**config.mk**
```make
export PLATFORM = sky130hd
export DESIGN_NAME = svc_rv_dmem_stall_adapter
export DESIGN_NICKNAME = d
export VERILOG_FILES = /design/src/rtl/svc_rv_dmem_pkg.sv /design/src/rtl/svc_rv_dmem_stall_adapter.sv
export SDC_FILE = /design/constraint.sdc
export NUM_CORES = 1
export LEC_CHECK = 0
export ABC_AREA = 1
export CAP_MARGIN = 20
export CORE_MARGIN = 8
export CORE_UTILIZATION = 44
export CTS_BUF_LIST = sky130_fd_sc_hd__clkbuf_8
export DETAILED_ROUTE_END_ITERATION = 16
export HOLD_SLACK_MARGIN = 0.05
export PLACE_DENSITY = 0.84
export SLEW_MARGIN = 0
export SYNTH_ARGS = -nofsm -noshare
export SYNTH_HDL_FRONTEND = slang
export SYNTH_SLANG_ARGS = --single-unit
```
**constraint.sdc**
```tcl
create_clock -name clk -period 2 [get_ports clk]
set_input_delay 0.3 -clock clk [delete_from_list [all_inputs] [get_ports clk]]
set_output_delay 0.3 -clock clk [all_outputs]
set_load 0.05 [all_outputs]
```
**src/rtl/svc_rv_dmem_pkg.sv**
```systemverilog
// Shared definitions for the svc_rv data-memory path: adapter state
// encoding and the byte-strobe width helper used by core and adapter.
package svc_rv_dmem_pkg;

  typedef enum logic [1:0] {
    ST_IDLE = 2'd0,
    ST_REQ  = 2'd1,
    ST_RSP  = 2'd2
  } state_e;

  // One strobe bit per byte of the data word.
  function automatic int wstrb_width(input int xlen);
    return xlen / 8;
  endfunction

endpackage

```
**src/rtl/svc_rv_dmem_stall_adapter.sv**
```systemverilog
// Bridges the core's BRAM-timed dmem port to a variable-latency backing
// memory. One access in flight at a time; dmem_stall freezes the core until
// the backing memory accepts a write or returns read data.
module svc_rv_dmem_stall_adapter
  import svc_rv_dmem_pkg::*;
#(
  parameter int XLEN     = 32,
  parameter int AW       = 32,
  parameter int MAX_WAIT = 16
) (
  input  logic                          clk,
  input  logic                          rst_n,
  input  logic                          dmem_ren,
  input  logic [AW-1:0]                 dmem_raddr,
  output logic [XLEN-1:0]               dmem_rdata,
  input  logic                          dmem_we,
  input  logic [AW-1:0]                 dmem_waddr,
  input  logic [XLEN-1:0]               dmem_wdata,
  input  logic [wstrb_width(XLEN)-1:0]  dmem_wstrb,
  output logic                          dmem_stall,
  output logic                          m_req_valid,
  input  logic                          m_req_ready,
  output logic                          m_req_write,
  output logic [AW-1:0]                 m_req_addr,
  output logic [XLEN-1:0]               m_req_wdata,
  output logic [wstrb_width(XLEN)-1:0]  m_req_wstrb,
  input  logic                          m_rsp_valid,
  input  logic [XLEN-1:0]               m_rsp_rdata,
  output logic                          err_proto,
  output logic                          err_timeout,
  output logic [31:0]                   stall_cycles
);

  localparam int SW = wstrb_width(XLEN);
  localparam int WW = $clog2(MAX_WAIT + 1);

  state_e            state_q,        state_d;
  logic              req_write_q,    req_write_d;
  logic [AW-1:0]     req_addr_q,     req_addr_d;
  logic [XLEN-1:0]   req_wdata_q,    req_wdata_d;
  logic [SW-1:0]     req_wstrb_q,    req_wstrb_d;
  logic [XLEN-1:0]   rdata_q,        rdata_d;
  logic              err_proto_q,    err_proto_d;
  logic              err_timeout_q,  err_timeout_d;
  logic [31:0]       stall_cycles_q, stall_cycles_d;
  logic [WW-1:0]     wait_q,         wait_d;

  logic stalled;
  assign stalled = (state_q != ST_IDLE);

  // Next-state, request capture, error flags and counters.
  always_comb begin
    // NOTE: every _d defaults to its _q first so no path leaves a variable
    // unassigned; that is what keeps this block free of inferred latches.
    state_d        = state_q;
    req_write_d    = req_write_q;
    req_addr_d     = req_addr_q;
    req_wdata_d    = req_wdata_q;
    req_wstrb_d    = req_wstrb_q;
    rdata_d        = rdata_q;
    err_proto_d    = err_proto_q;
    err_timeout_d  = err_timeout_q;
    stall_cycles_d = stall_cycles_q;
    wait_d         = wait_q;

    unique case (state_q)
      ST_IDLE: begin
        if (dmem_we || dmem_ren) begin
          // Write wins when both are asserted; that combination is illegal.
          state_d     = ST_REQ;
          req_write_d = dmem_we;
          req_addr_d  = dmem_we ? dmem_waddr : dmem_raddr;
          req_wdata_d = dmem_wdata;
          req_wstrb_d = dmem_we ? dmem_wstrb : '0;
          wait_d      = '0;
          if (dmem_we && dmem_ren) err_proto_d = 1'b1;
        end
      end
      ST_REQ: begin
        // Writes are posted: no response is expected after acceptance.
        if (m_req_ready) state_d = req_write_q ? ST_IDLE : ST_RSP;
      end
      ST_RSP: begin
        if (m_rsp_valid) begin
          rdata_d = m_rsp_rdata;
          state_d = ST_IDLE;
        end
      end
      default: state_d = ST_IDLE;
    endcase

    // A response is only legal while a read is waiting for it.
    if (m_rsp_valid && (state_q != ST_RSP)) err_proto_d = 1'b1;

    if (stalled) begin
      if (wait_q != WW'(MAX_WAIT))     wait_d = wait_q + 1'b1;
      if (wait_q == WW'(MAX_WAIT - 1)) err_timeout_d = 1'b1;
      if (stall_cycles_q != '1)        stall_cycles_d = stall_cycles_q + 32'd1;
    end
  end

  // State and datapath registers with synchronous active-low reset.
  always_ff @(posedge clk) begin
    // NOTE: sequential state uses non-blocking assignments so every register
    // samples the pre-edge values regardless of statement order.
    if (!rst_n) begin
      state_q        <= ST_IDLE;
      req_write_q    <= 1'b0;
      req_addr_q     <= '0;
      req_wdata_q    <= '0;
      req_wstrb_q    <= '0;
      rdata_q        <= '0;
      err_proto_q    <= 1'b0;
      err_timeout_q  <= 1'b0;
      stall_cycles_q <= '0;
      wait_q         <= '0;
    end else begin
      state_q        <= state_d;
      req_write_q    <= req_write_d;
      req_addr_q     <= req_addr_d;
      req_wdata_q    <= req_wdata_d;
      req_wstrb_q    <= req_wstrb_d;
      rdata_q        <= rdata_d;
      err_proto_q    <= err_proto_d;
      err_timeout_q  <= err_timeout_d;
      stall_cycles_q <= stall_cycles_d;
      wait_q         <= wait_d;
    end
  end

  assign dmem_stall   = stalled;
  assign m_req_valid  = (state_q == ST_REQ);
  assign m_req_write  = req_write_q;
  assign m_req_addr   = req_addr_q;
  assign m_req_wdata  = req_wdata_q;
  assign m_req_wstrb  = req_wstrb_q;
  assign dmem_rdata   = rdata_q;
  assign err_proto    = err_proto_q;
  assign err_timeout  = err_timeout_q;
  assign stall_cycles = stall_cycles_q;

endmodule

```
## After elaboration in Yosys (flattened, before gate mapping)

Index checks and enable logic that the tools add are counted.

- $add $sub $neg: 2
- Eq/ne operators: 9
- Mux-type cells: 15
- Reductions and logical operators: 14

Operator list:

| cell | number |
|---|---|
| $add A32 B1 Y32 const B | 1 |
| $mux W32 | 1 |
| $ne A32 B32 Y1 const B | 1 |
| $mux W5 | 4 |
| $mux W2 | 4 |
| $reduce_and A2 Y1 | 4 |
| $reduce_bool A2 Y1 | 4 |
| $ne A2 B2 Y1 const B | 3 |
| $pmux W2 S3 | 1 |
| $reduce_and A3 Y1 | 2 |
| $add A5 B1 Y5 const B | 1 |
| $eq A5 B4 Y1 const B | 1 |
| $ne A5 B5 Y1 const B | 1 |
| $mux W1 | 4 |
| $mux W4 | 1 |
| $eq A2 B1 Y1 const B | 1 |
| $eq A2 B2 Y1 const B | 1 |
| $logic_and A1 B1 Y1 | 2 |
| $logic_not A2 Y1 | 1 |
| $ne A2 B1 Y1 const B | 1 |
| $logic_or A1 B1 Y1 | 1 |

- Register bits: 142
- Bits of input ports: 138
- Output and inout bits: 137
- Word-level logic and storage cells: 50

## Logic depth before layout (Yosys ltp)

Gate-level depths: netlist of run 1.

- Word-level depth: 5
- Gate-level depth with buffers: 11
- Gate-level depth less buffers: 11

## Worst setup path after synthesis of run 1

OpenSTA, ideal clock, no wires.

- Path kind: register -> register
- Start point: reg stall_cycles_q[0] (netlist: stall_cycles[0])
- End point: reg stall_cycles_q[27] (netlist: stall_cycles[27])
- Setup time: 117 ps
- Arrival: 1905 ps
- Required time: 1883 ps
- Path slack: -22 ps
- Stages on the path, launching flop included: 10
- Buffers on the path: 1
- Clock period less this slack: 2022 ps
- Path through: dfxtp_1 -> ha_1 -> nand2_1 -> nor2_2 -> nand2_4 -> nor2_8 -> nand3_4 -> buf_2 -> a21oi_1 -> nor2_1

- Longest elaborated chain between the ends: 2
- Elaborated cells between the ends (all ways): 3
- Those cells by class: add/sub: 1; eq/ne: 1; reduce/logical: 1

Ends and longest elaborated chain:

| element | RTL line | RTL |
|---|---|---|
| start: declaration | svc_rv_dmem_stall_adapter.sv:45 | `logic [31:0] stall_cycles_q, stall_cycles_d;` |
| start signal: assignment | svc_rv_dmem_stall_adapter.sv:126 | `stall_cycles_q <= stall_cycles_d;` |
| parallel branches: the longest is 2 deep, another holds $add A32 B1 Y32 | - |  |

Parallel ways; which one is timed is not known.
A chain may end at the register's enable or synchronous reset.

## Final worst setup path of run 1

- Start point: reg stall_cycles_q[22] (netlist: stall_cycles[22])
- End point: out stall_cycles[22]

RTL lines:

| element | RTL line | RTL |
|---|---|---|
| end: declaration | svc_rv_dmem_stall_adapter.sv:31 | `output logic [31:0] stall_cycles` |

No word-level cell between the ends.

==> key figures, run 1 <==
Worst hold path
  • HP Class: input port to flop
  • Hold_sp: dmem_we
  • Hold endpoint: wait_q[3]
  • Hold depth: 4

Place
  • HPWL after DPL: 16500 um
  • Port bufs: 274
  • GP Congestion: 0.884
  • Setup WS pre-CTS: 0.0964 ns
  • Area after DPL: 0.00924 mm2

Power
  • Peak VDD IR: 0.000512 V
  • PwrDens: 793 mW/mm2
  • Static leakage: 4.20 nW
  • Overall power: 7.62 mW

Synthesis
  • Synth Flop Type: dfxtp_1
  • Mapped Cells: 904
  • Mapped Avg Cell Area: 6.97 um2
  • FF+latch count, synth: 142
  • Fraction of registers with async set/reset: 0%
  • Top cell type's share of synthesized area: 45.1%
  • Post-synth EDFFs: 0
  • Mapped Area: 0.00630 mm2
  • Sequential area share after synthesis: 45.1%
  • Post-Syn Nets: 1046
  • Dominant cell type by area after synthesis: dfxtp_1
  • Area contributors post-synth: dfxtp_1 45%, nor2_1 10%, a21oi_1 9.6%
  • Netlist cell types: 28
  • Synth Warn #: 0

Worst setup path
  • R2R depth: 8
  • Critical path type: flop to output port
  • Worst-path cell chain: clkdlybuf4s50_1
  • CP delay by family, top: buffers and inverters
  • Slowest cell on crit path: clkdlybuf4s50_1
  • WP data arrival: 1.65 ns
  • Crit. End Element: output port
  • CP Max Fanout: 4
  • R2R Setup Slk: 0.27 ns
  • R2R Path Start: state_q[1]
  • Reg2reg end: stall_cycles[21]
  • Req. time, crit path: 1.70 ns
  • Buf/Inv on CP: 1
  • Setup crit start kind: flop
  • Largest stage delay, worst path: 0.83 ns

Clocking
  • CTS tree: done
  • CTS sink count: 142
  • Longest Clk Path Bufs: 2
  • CTS buffer count: 17
  • Clock root cell: clkbuf_8
  • Post-CTS setup buffer count: 0
  • Depth of the CTS H-tree: 4
  • Latest clock arrival within the worst-skew pair: 0.45 ns
  • Clk slew on worst S/H paths: 0.08 ns

Timing
  • Post-route minimum period: 1.95 ns
  • Final hold violation count: 0
  • Hold WS: 0.275 ns
  • Crit share post-route: 97.7%
  • Setup violators final: 0
  • RSZ-0062 raised after global routing: no
  • Slew @ Worst Pin: 0.606 ns
  • F_max: 0.512 GHz
  • Setup TNS: 0 ns
  • Final clock skew: 0.0123 ns
  • Worst setup margin: 0.0464 ns
  • Final slew viol count: 0
  • Worst slew margin: 59.5%

Finish
  • Most common cell after layout, fill and taps aside: clkdlybuf4s50_1
  • Ant diodes: 0
  • Post-Layout Inst Area: 0.00961 mm2
  • Nets: 1306
  • Most frequent cells in the layout: 228 x clkdlybuf4s50_1, 170 x nor2_1, 140 x dfxtp_1
  • Area growth from synthesis to layout: 52.5%
  • Layout cells sized above 1: 7.05%

Detailed routing
  • Vias: 6732
  • Vias per cell: 4.96
  • DR WL/cell: 15.9 um
  • Drt pass-1 iters: 5
  • Remaining DRCs: 0
  • DR iter-0 viols: 464
  • Total Routed Length: 21500 um
  • Detail Route Antenna Nets: 0

Global route
  • Met3 global-route usage: 9.38%
  • Met1 usage: 26.1%
  • GRT Residual Overflow: 0
  • First-pass GRT wire length: 33200 um
  • Gr busiest metal: met2
  • Initial antenna violation count: 1
  • Number of global-route vias before repair: 6264
  • Met2 Use GR: 37.3%
  • Largest net degree at the start of global routing: 67
  • GRT Overall Usage: 22.8%

Floorplanning
  • IO Pins: 275
  • Core Footprint: 0.0139 mm2
  • Initial core utilization: 45.2%
  • Chip height: 136 um
  • Die area: 0.0184 mm2
  • Placement Rows: 43
  • Die width: 136 um

Job
  • Max_cap viols: 0

Outcome
  • Status: finished, final reports clean
[flip-flops by register name, summed over array words and instances, names as in the netlist]
signal        count
state_q           2
m_req_wdata      32
stall_cycles     32
m_req_addr       32
err_timeout       1
m_req_wstrb       4
m_req_write       1
dmem_rdata       32
err_proto         1
wait_q            5
[power breakdown]
group          total [mW]  switching [mW]  internal, mW
Clock                2.20            1.15          1.05
Combinational        2.23            1.42         0.814
Sequential           3.18           0.126          3.06
Total                7.62            2.70          4.92
[Yosys cell counts, drive strengths merged (4+ instances only)]
library cell	count
nand2	112
nand3	40
dfxtp	142
xor2	4
clkbuf	32
nand4	8
a21oi	127
inv	119
nor3	5
o21ai	108
nor2	178
ha	4
buf	17
[through the flow]
| step | instances | util, % |
|---|---|---|
| detailed placement | 1325 | 66.3 |
| floorplan | 904 | - |
| global route | 1357 | 69.0 |
| finish | 1357 | 69.0 |
| CTS | 1357 | 68.8 |
| global placement | 1325 | 66.3 |
[layout make-up]
class | instances | area, um2
sequential | 142 | 2850
multi-input combinational | 594 | 2810
timing repair buffer | 290 | 2910
clock buffer | 19 | 262
fill | 1155 | 4320
clock inverter | 13 | 115
tap | 180 | 225
inverter | 119 | 447
[how the worst max path moves through the flow]
stage / end / startpoint / slack [ns] / cells past startpoint
2_1_floorplan: stall_cycles[27] / stall_cycles[8] / 0.12 / 8
3_3_place_gp: stall_cycles[0] / stall_cycles[0] / 0.21 / 9
3_5_place_dp: stall_cycles[7] / stall_cycles[0] / 0.1 / 8
4_1_cts: stall_cycles[28] / stall_cycles[28] / 0.009 / 1
5_1_grt: m_req_wdata[15] / m_req_wdata[15] / 0.0007 / 1
6_report: stall_cycles[22] / stall_cycles[22] / 0.05 / 1
[kinds of logic (layout without fill, tap and decap cells)]
kind of cell               after synthesis  in the layout  synth area share, %
adders and majority gates                4              4                0.794
and+or+nand+nor                        347            347                 23.4
buffers and inverters                  168            441                 10.6
xor gates and xnor gates                 6              6                0.834
AOI/OAI and AO/OA                      237            237                 19.3
DFF                                    142            142                 45.1
[per-layer routing]
metal,up-vias,wire [um]
li1,3419,-
met1,2974,8350
met2,299,10400
met3,38,2320
met4,2,457
met5,-,10
[timing repair]
item                       in CTS  in global routing
hold buffers                    0                  0
gates resized for setup        24                 11
setup endpoints to repair      24                 19
Power figures use the tool's default switching activity.
==> inputs of run 2 (changes only) <==
--- a/config.mk
+++ b/config.mk
@@ -13,6 +13,7 @@
 export DETAILED_ROUTE_END_ITERATION = 16
 export HOLD_SLACK_MARGIN = 0.05
 export PLACE_DENSITY = 0.84
+export SETUP_SLACK_MARGIN = 0.5
 export SLEW_MARGIN = 0
 export SYNTH_ARGS = -nofsm -noshare
 export SYNTH_HDL_FRONTEND = slang
==> key figures, run 2 (synthesized netlist as in run 1, its figures left out) <==
Power
  • Peak VDD IR: 0.000613 V
  • Int Pwr: 4.90 mW
  • Switching share of power: 35.1%
  • PwrDens: 788 mW/mm2
  • Static leakage: 4.32 nW
  • NetSw: 2.65 mW
  • Flop pwr share: 42.0%
  • Comb power frac: 29.0%
  • Clock network power share: 28.9%

Worst setup path
  • Most used cell, CP: nand2_2
  • CP delay by family, top: simple AND/OR/NAND/NOR gates
  • Worst-path cell chain: nand2_1, nor2_4, nand2_2, inv_2, nand3_4, buf_6, nand2_8, nand2_4, nand2_2, nor2_2
  • Crit. End Element: flop
  • Buf/Inv on CP: 2
  • Setup crit start kind: flop
  • WP data arrival: 1.98 ns
  • R2R Path Start: stall_cycles[20]
  • R2R depth: 10
  • Crit path depth: 10
  • CP Max Fanout: 7
  • Critical path type: flop to flop
  • R2R Setup Slk: 0.36 ns
  • Req. time, crit path: 2.34 ns
  • Reg2reg end: stall_cycles[23]
  • Slowest cell on crit path: dfxtp_4
  • Largest stage delay, worst path: 0.41 ns

Finish
  • Most common cell after layout, fill and taps aside: nor2_1
  • Ant diodes: 0
  • Most frequent cells in the layout: 158 x nor2_1, 135 x clkdlybuf4s50_1, 119 x inv_1
  • Post-Route Utilization: 68.8%
  • Nets: 1325
  • Area growth from synthesis to layout: 52.2%
  • Layout cells sized above 1: 25.0%

Detailed routing
  • Total Routed Length: 22700 um
  • Drt pass-1 iters: 5
  • DR WL/cell: 16.5 um
  • DR iter-0 viols: 632
  • Remaining DRCs: 0
  • Detail Route Antenna Nets: 0
  • Met1 wire length: 8430 um
  • Met3 WL post-DR: 2030 um
  • Vias per cell: 5.07
  • Vias: 6965
  • Top sig layer: met4
  • Metal2 WL: 11400 um

Timing
  • Worst setup margin: 0.361 ns
  • Setup TNS: 0 ns
  • Worst slew margin: 67.3%
  • Setup violators final: 0
  • Crit share post-route: 82.0%
  • Final slew viol count: 0
  • Final hold violation count: 0
  • Final clock skew: 0.00812 ns
  • F_max: 0.610 GHz
  • Slew @ Worst Pin: 0.490 ns
  • Post-route minimum period: 1.64 ns
  • RSZ-0062 raised after global routing: yes

Global route
  • GRT Residual Overflow: 0
  • Initial antenna violation count: 0
  • GRT Overall Usage: 23.9%
  • Number of global-route vias before repair: 6672
  • First-pass GRT wire length: 34600 um
  • Largest net degree at the start of global routing: 74

Clocking
  • Clock root cell: clkbuf_8
  • CTS buffer count: 17
  • Depth of the CTS H-tree: 4
  • CTS sink count: 142
  • Clk slew on worst S/H paths: 0.08 ns
  • Latest clock arrival within the worst-skew pair: 0.44 ns
  • Longest Clk Path Bufs: 2
  • CTS tree: done

Floorplanning
  • IO Pins: 275
  • Die area: 0.0184 mm2
  • Initial core utilization: 45.2%
  • Die width: 136 um
  • Chip height: 136 um
  • Core Footprint: 0.0139 mm2
  • Placement Rows: 43

Place
  • GP Congestion: 0.900
  • HPWL after DPL: 16400 um
  • Setup WS pre-CTS: 0.151 ns
  • Port bufs: 274

Worst hold path
  • Hold_sp: rst_n
  • HP Class: input port to flop
  • Hold depth: 3
  • Hold endpoint: dmem_rdata[26]

Job
  • Max_cap viols: 0

Outcome
  • Status: finished, final reports clean
-- run 2: cell types whose count changed in the layout (fill, tap and decap cells not counted), moves of 9 or more --
cell	delta
dlymetal6s2s_1	-10
clkdlybuf4s50_1	-93
clkdlybuf4s18_2	+9
buf_2	+112
clkdlybuf4s15_2	+10
dfxtp_4	+22
dfxtp_2	+10
nor2_1	-12
nand2_1	-17
nand2_2	+12
dfxtp_1	-32
dlygate4sd2_1	-24
-- run 2: final cells by class --
type	instances	area (um2)
clock inverter	12	105
clock buffer	19	262
timing repair buffer	308	2580
fill	1202	4350
sequential	142	2940
tap	180	225
inverter	119	455
multi-input combinational	595	3020
-- run 2: worst min-delay path: stages --
cell and delay, ns:
buf_4 0.24, o21ai_0 0.12, a21oi_1 0.04
-- run 2: per-stage QoR --
stage               power [mW]  hold WS, ns  std cells  cell area, um2
finish                    7.55        0.300       1375            9590
global route              7.93        0.304       1375            9590
CTS                       7.64        0.291       1367            9870
detailed placement        5.47        0.435       1323            9340
global placement          5.45        0.429       1323            9340
floorplan                 4.55        0.435        904            6440
-- run 2: power groups by stage --
stage	Clock, mW	Combinational [mW]	Sequential (mW)
3_5_place_dp	0	2.23	3.24
6_report	2.19	2.19	3.17
5_1_grt	2.38	2.34	3.20
3_3_place_gp	0	2.22	3.23
4_1_cts	2.22	2.24	3.18
2_1_floorplan	0	0.565	3.99
-- run 2: worst max-delay path by stage --
| stage | slack [ns] | to | from |
|---|---|---|---|
| global placement | 0.24 | stall_cycles[7] | stall_cycles[1] |
| detailed placement | 0.15 | stall_cycles[20] | stall_cycles[0] |
| CTS | 0.40 | stall_cycles[13] | stall_cycles[0] |
| global route | 0.31 | stall_cycles[15] | stall_cycles[0] |
| finish | 0.36 | stall_cycles[23] | stall_cycles[20] |
| floorplan | 0.41 | stall_cycles[27] | stall_cycles[1] |
-- run 2: layer usage --
| layer | vias to the layer above | GRT usage, % |
|---|---|---|
| met5 | - | 0 |
| met2 | 292 | 40.4 |
| met1 | 3155 | 25.7 |
| met4 | 0 | 10.7 |
| li1 | 3456 | - |
| met3 | 62 | 9.72 |
-- run 2: timing repair --
action                                  4_1_cts  5_1_grt
buffers inserted                             11        8
endpoints found under the setup margin      235      128
gates cloned                                  2        0
pin swaps                                    12       10
hold buffers                                  0        0
resized for setup                           511      196
==> inputs of run 3 (changes only) <==
--- a/config.mk
+++ b/config.mk
@@ -8,11 +8,11 @@
 export ABC_AREA = 1
 export CAP_MARGIN = 20
 export CORE_MARGIN = 8
-export CORE_UTILIZATION = 44
+export CORE_UTILIZATION = 39
 export CTS_BUF_LIST = sky130_fd_sc_hd__clkbuf_8
 export DETAILED_ROUTE_END_ITERATION = 16
 export HOLD_SLACK_MARGIN = 0.05
-export PLACE_DENSITY = 0.84
+export PLACE_DENSITY = 0.79
 export SETUP_SLACK_MARGIN = 0.5
 export SLEW_MARGIN = 0
 export SYNTH_ARGS = -nofsm -noshare
==> constraint.sdc (replaced) <==
create_clock -name clk -period 1.38 [get_ports clk]
set_input_delay 0.207 -clock clk [delete_from_list [all_inputs] [get_ports clk]]
set_output_delay 0.207 -clock clk [all_outputs]
set_load 0.05 [all_outputs]
==> key figures, run 3 <==
Synthesis
  • Post-Syn Nets: 1046
  • Post-synth EDFFs: 0
  • Mapped Area: 0.00630 mm2
  • Sequential area share after synthesis: 45.1%
  • Top cell type's share of synthesized area: 45.1%
  • Mapped Avg Cell Area: 6.97 um2
  • Synth Flop Type: dfxtp_1
  • Count leader, synth: nor2_1
  • FF+latch count, synth: 142
  • Synth Warn #: 0
  • Synth top cells by count: 170 x nor2_1, 142 x dfxtp_1, 121 x a21oi_1, 118 x inv_1, 109 x nand2_1
  • Fraction of registers with async set/reset: 0%
  • Dominant cell type by area after synthesis: dfxtp_1
  • Mapped Cells: 904
  • Area contributors post-synth: dfxtp_1 45%, nor2_1 10%, a21oi_1 9.6%
  • Netlist cell types: 28

Place
  • Cell count after placement: 1458
  • Port bufs: 274
  • Setup WS pre-CTS: -0.460 ns
  • HPWL after DPL: 18800 um
  • GP Congestion: 0.918

Clocking
  • CTS buffer count: 17
  • Longest Clk Path Bufs: 2
  • CTS sink count: 142
  • Clock root cell: clkbuf_8
  • Depth of the CTS H-tree: 4

Global route
  • Largest net degree at the start of global routing: 67

Timing
  • Worst End Pin Type: register input
  • Worst_ep grt: stall_cycles[30]$_SDFFE_PN0P_/D

Floorplanning
  • IO Pins: 275
  • Chip height: 143 um
  • Initial core utilization: 39.8%
  • Die width: 143 um
  • Placement Rows: 46

Outcome
  • Status: aborted with a tool error
  • Failed at: global routing (5_1_grt)
  • Tool error: [ERROR DPL-0038] Utilization greater than 100%, impossible to legalize
-- run 3: cell counts after synthesis --
Identical to the previous run, type by type.
-- run 3: kinds of logic after synthesis --
| logic type | after synthesis | share of synthesized area, % |
|---|---|---|
| AO/OA/AOI/OAI | 237 | 19.3 |
| XOR/XNOR | 6 | 0.834 |
| adder cells (fa/ha/maj) | 4 | 0.794 |
| buffers and inverters | 168 | 10.6 |
| flip-flops | 142 | 45.1 |
| AND/OR/NAND/NOR | 347 | 23.4 |
-- run 3: per-stage QoR --
step	utilization, %	hold slack [ns]	cell area [um2]
3_3_place_gp	74.1	0.468	11700
2_1_floorplan	-	0.342	6780
4_1_cts	90.0	0.136	14200
3_5_place_dp	74.1	0.472	11700
-- run 3: timing repair --
item                                    4_1_cts
gates cloned                                 18
setup buffers                                91
hold buffers                                  0
resized for setup                           347
pin swaps                                    51
endpoints found under the setup margin      279
==> inputs of run 4 (changes only) <==
--- a/config.mk
+++ b/config.mk
@@ -8,12 +8,9 @@
 export ABC_AREA = 1
 export CAP_MARGIN = 20
 export CORE_MARGIN = 8
-export CORE_UTILIZATION = 39
-export CTS_BUF_LIST = sky130_fd_sc_hd__clkbuf_8
+export CORE_UTILIZATION = 30
 export DETAILED_ROUTE_END_ITERATION = 16
-export HOLD_SLACK_MARGIN = 0.05
-export PLACE_DENSITY = 0.79
-export SETUP_SLACK_MARGIN = 0.5
+export PLACE_DENSITY_LB_ADDON = 0.15
 export SLEW_MARGIN = 0
 export SYNTH_ARGS = -nofsm -noshare
 export SYNTH_HDL_FRONTEND = slang
==> constraint.sdc (replaced) <==
create_clock -name clk -period 1.8 [get_ports clk]
set_input_delay 0.27 -clock clk [delete_from_list [all_inputs] [get_ports clk]]
set_output_delay 0.27 -clock clk [all_outputs]
set_load 0.05 [all_outputs]
==> key figures, run 4 (synthesized netlist as in run 1, its figures left out) <==
Outcome
  • Status: finished, final reports clean

Detailed routing
  • Vias per cell: 4.41
  • Total Routed Length: 21900 um
  • Met3 WL post-DR: 1760 um
  • Met1 wire length: 9680 um
  • Top sig layer: met4
  • Vias: 6502
  • DR iter-0 viols: 295
  • Detail Route Antenna Nets: 0
  • Drt pass-1 iters: 4
  • Metal2 WL: 10200 um
  • Remaining DRCs: 0
  • DR WL/cell: 14.8 um

Worst setup path
  • Slowest cell on crit path: dfxtp_2
  • CP delay by family, top: simple AND/OR/NAND/NOR gates
  • Req. time, crit path: 2.14 ns
  • Largest stage delay, worst path: 0.35 ns
  • Buf/Inv on CP: 1
  • Setup crit start kind: flop
  • CP Max Fanout: 4
  • Crit. End Element: flop
  • Worst-path cell chain: ha_1, nand2_1, nor2_2, nand2_4, buf_4, nor2_1, xor2_1, nand2_1, a21oi_2
  • Critical path type: flop to flop
  • WP data arrival: 2.02 ns
  • Most used cell, CP: nand2_1

Finish
  • Layout cells sized above 1: 17.2%
  • Post-Layout Inst Area: 0.00992 mm2
  • Area of the multi-input gates: 0.00283 mm2
  • Nets: 1328
  • Ant diodes: 0
  • Area growth from synthesis to layout: 57.4%
  • Register area: 0.00286 mm2
  • Most common cell after layout, fill and taps aside: nor2_1
  • Fill cells: 2151
  • Post-Route Utilization: 47.6%
  • Most frequent cells in the layout: 168 x nor2_1, 135 x clkdlybuf4s50_1, 125 x dfxtp_1

Power
  • PwrDens: 973 mW/mm2
  • Overall power: 9.65 mW
  • Static leakage: 4.45 nW
  • Peak VDD IR: 0.000590 V

Place
  • GP Congestion: 0.802
  • Setup WS pre-CTS: -0.0845 ns
  • HPWL after DPL: 16500 um
  • Area after DPL: 0.00929 mm2
  • Port bufs: 274

Job
  • Max_cap viols: 0

Clocking
  • CTS buffer count: 17
  • Longest Clk Path Bufs: 2
  • CTS sink count: 142
  • Latest clock arrival within the worst-skew pair: 0.42 ns
  • Depth of the CTS H-tree: 4
  • CTS tree: done
  • Clock root cell: clkbuf_16
  • Clk slew on worst S/H paths: 0.06 ns

Timing
  • Worst slew margin: 65.6%
  • Setup violators final: 0
  • Final clock skew: 0.00994 ns
  • F_max: 0.595 GHz
  • Post-route minimum period: 1.68 ns
  • Slew @ Worst Pin: 0.516 ns
  • Hold WS: 0.265 ns
  • Crit share post-route: 93.4%
  • Final slew viol count: 0
  • Worst setup margin: 0.118 ns
  • Final hold violation count: 0

Global route
  • GRT Overall Usage: 16.5%
  • First-pass GRT wire length: 34100 um
  • Initial antenna violation count: 0
  • Largest net degree at the start of global routing: 69
  • Number of global-route vias before repair: 6284
  • GRT Residual Overflow: 0

Floorplanning
  • Initial core utilization: 30.3%
  • Die area: 0.0259 mm2
  • Core Footprint: 0.0208 mm2
  • Die width: 161 um
  • IO Pins: 275
  • Chip height: 161 um
  • Placement Rows: 53

Worst hold path
  • HP Class: input port to flop
-- run 4: final cells by class --
cell class	count	area share (%)
inverter	119	4.50
clock inverter	14	1.83
sequential	142	28.9
timing repair buffer	311	28.4
tap	275	3.47
multi-input combinational	595	28.5
clock buffer	18	4.43
-- run 4: layer usage --
layer | vias up | GRT usage, %
li1 | 3458 | -
met3 | 16 | 6.42
met5 | - | 0
met4 | 0 | 5.09
met1 | 2833 | 19.7
met2 | 195 | 26.7
-- run 4: per-stage QoR --
stage                     TNS (ns)  cells
final                            0   1474
after global placement      -0.168   1436
after CTS                        0   1468
after detailed placement    -0.645   1436
after floorplan                  0    904
after global routing      -0.00170   1474
-- run 4: what timing repair did --
action | in CTS | in global routing
gates resized for setup | 45 | 4
cloned | 0 | 1
endpoints found under the setup margin | 54 | 25
pin swaps | 0 | 2
setup buffers | 0 | 5
hold buffers | 0 | 0
-- run 4: where the power goes --
group          total (mW)  internal [mW]  switching, mW
logic                2.41          0.827           1.58
clock network        3.71           2.24           1.46
registers            3.54           3.40          0.133
total                9.65           6.48           3.18
-- run 4: worst min-delay path, delay by kind of cell --
| family | cells | cell delay, ns |
|---|---|---|
| AO/OA/AOI/OAI | 1 | 0.06 |
| AND/OR/NAND/NOR | 2 | 0.18 |
| buffers and inverters | 1 | 0.11 |
-- run 4: path summary, 6_finish.rpt --
kind / end / startpoint / slack (ns) / cells past startpoint
worst max-delay path: stall_cycles[12] / stall_cycles[1] / 0.12 / 9
worst min-delay path: wait_q[3] / dmem_we / 0.26 / 4
worst max register to register: stall_cycles[12] / stall_cycles[1] / 0.12 / 9
worst min register to register: dmem_rdata[11] / dmem_rdata[11] / 0.44 / 2
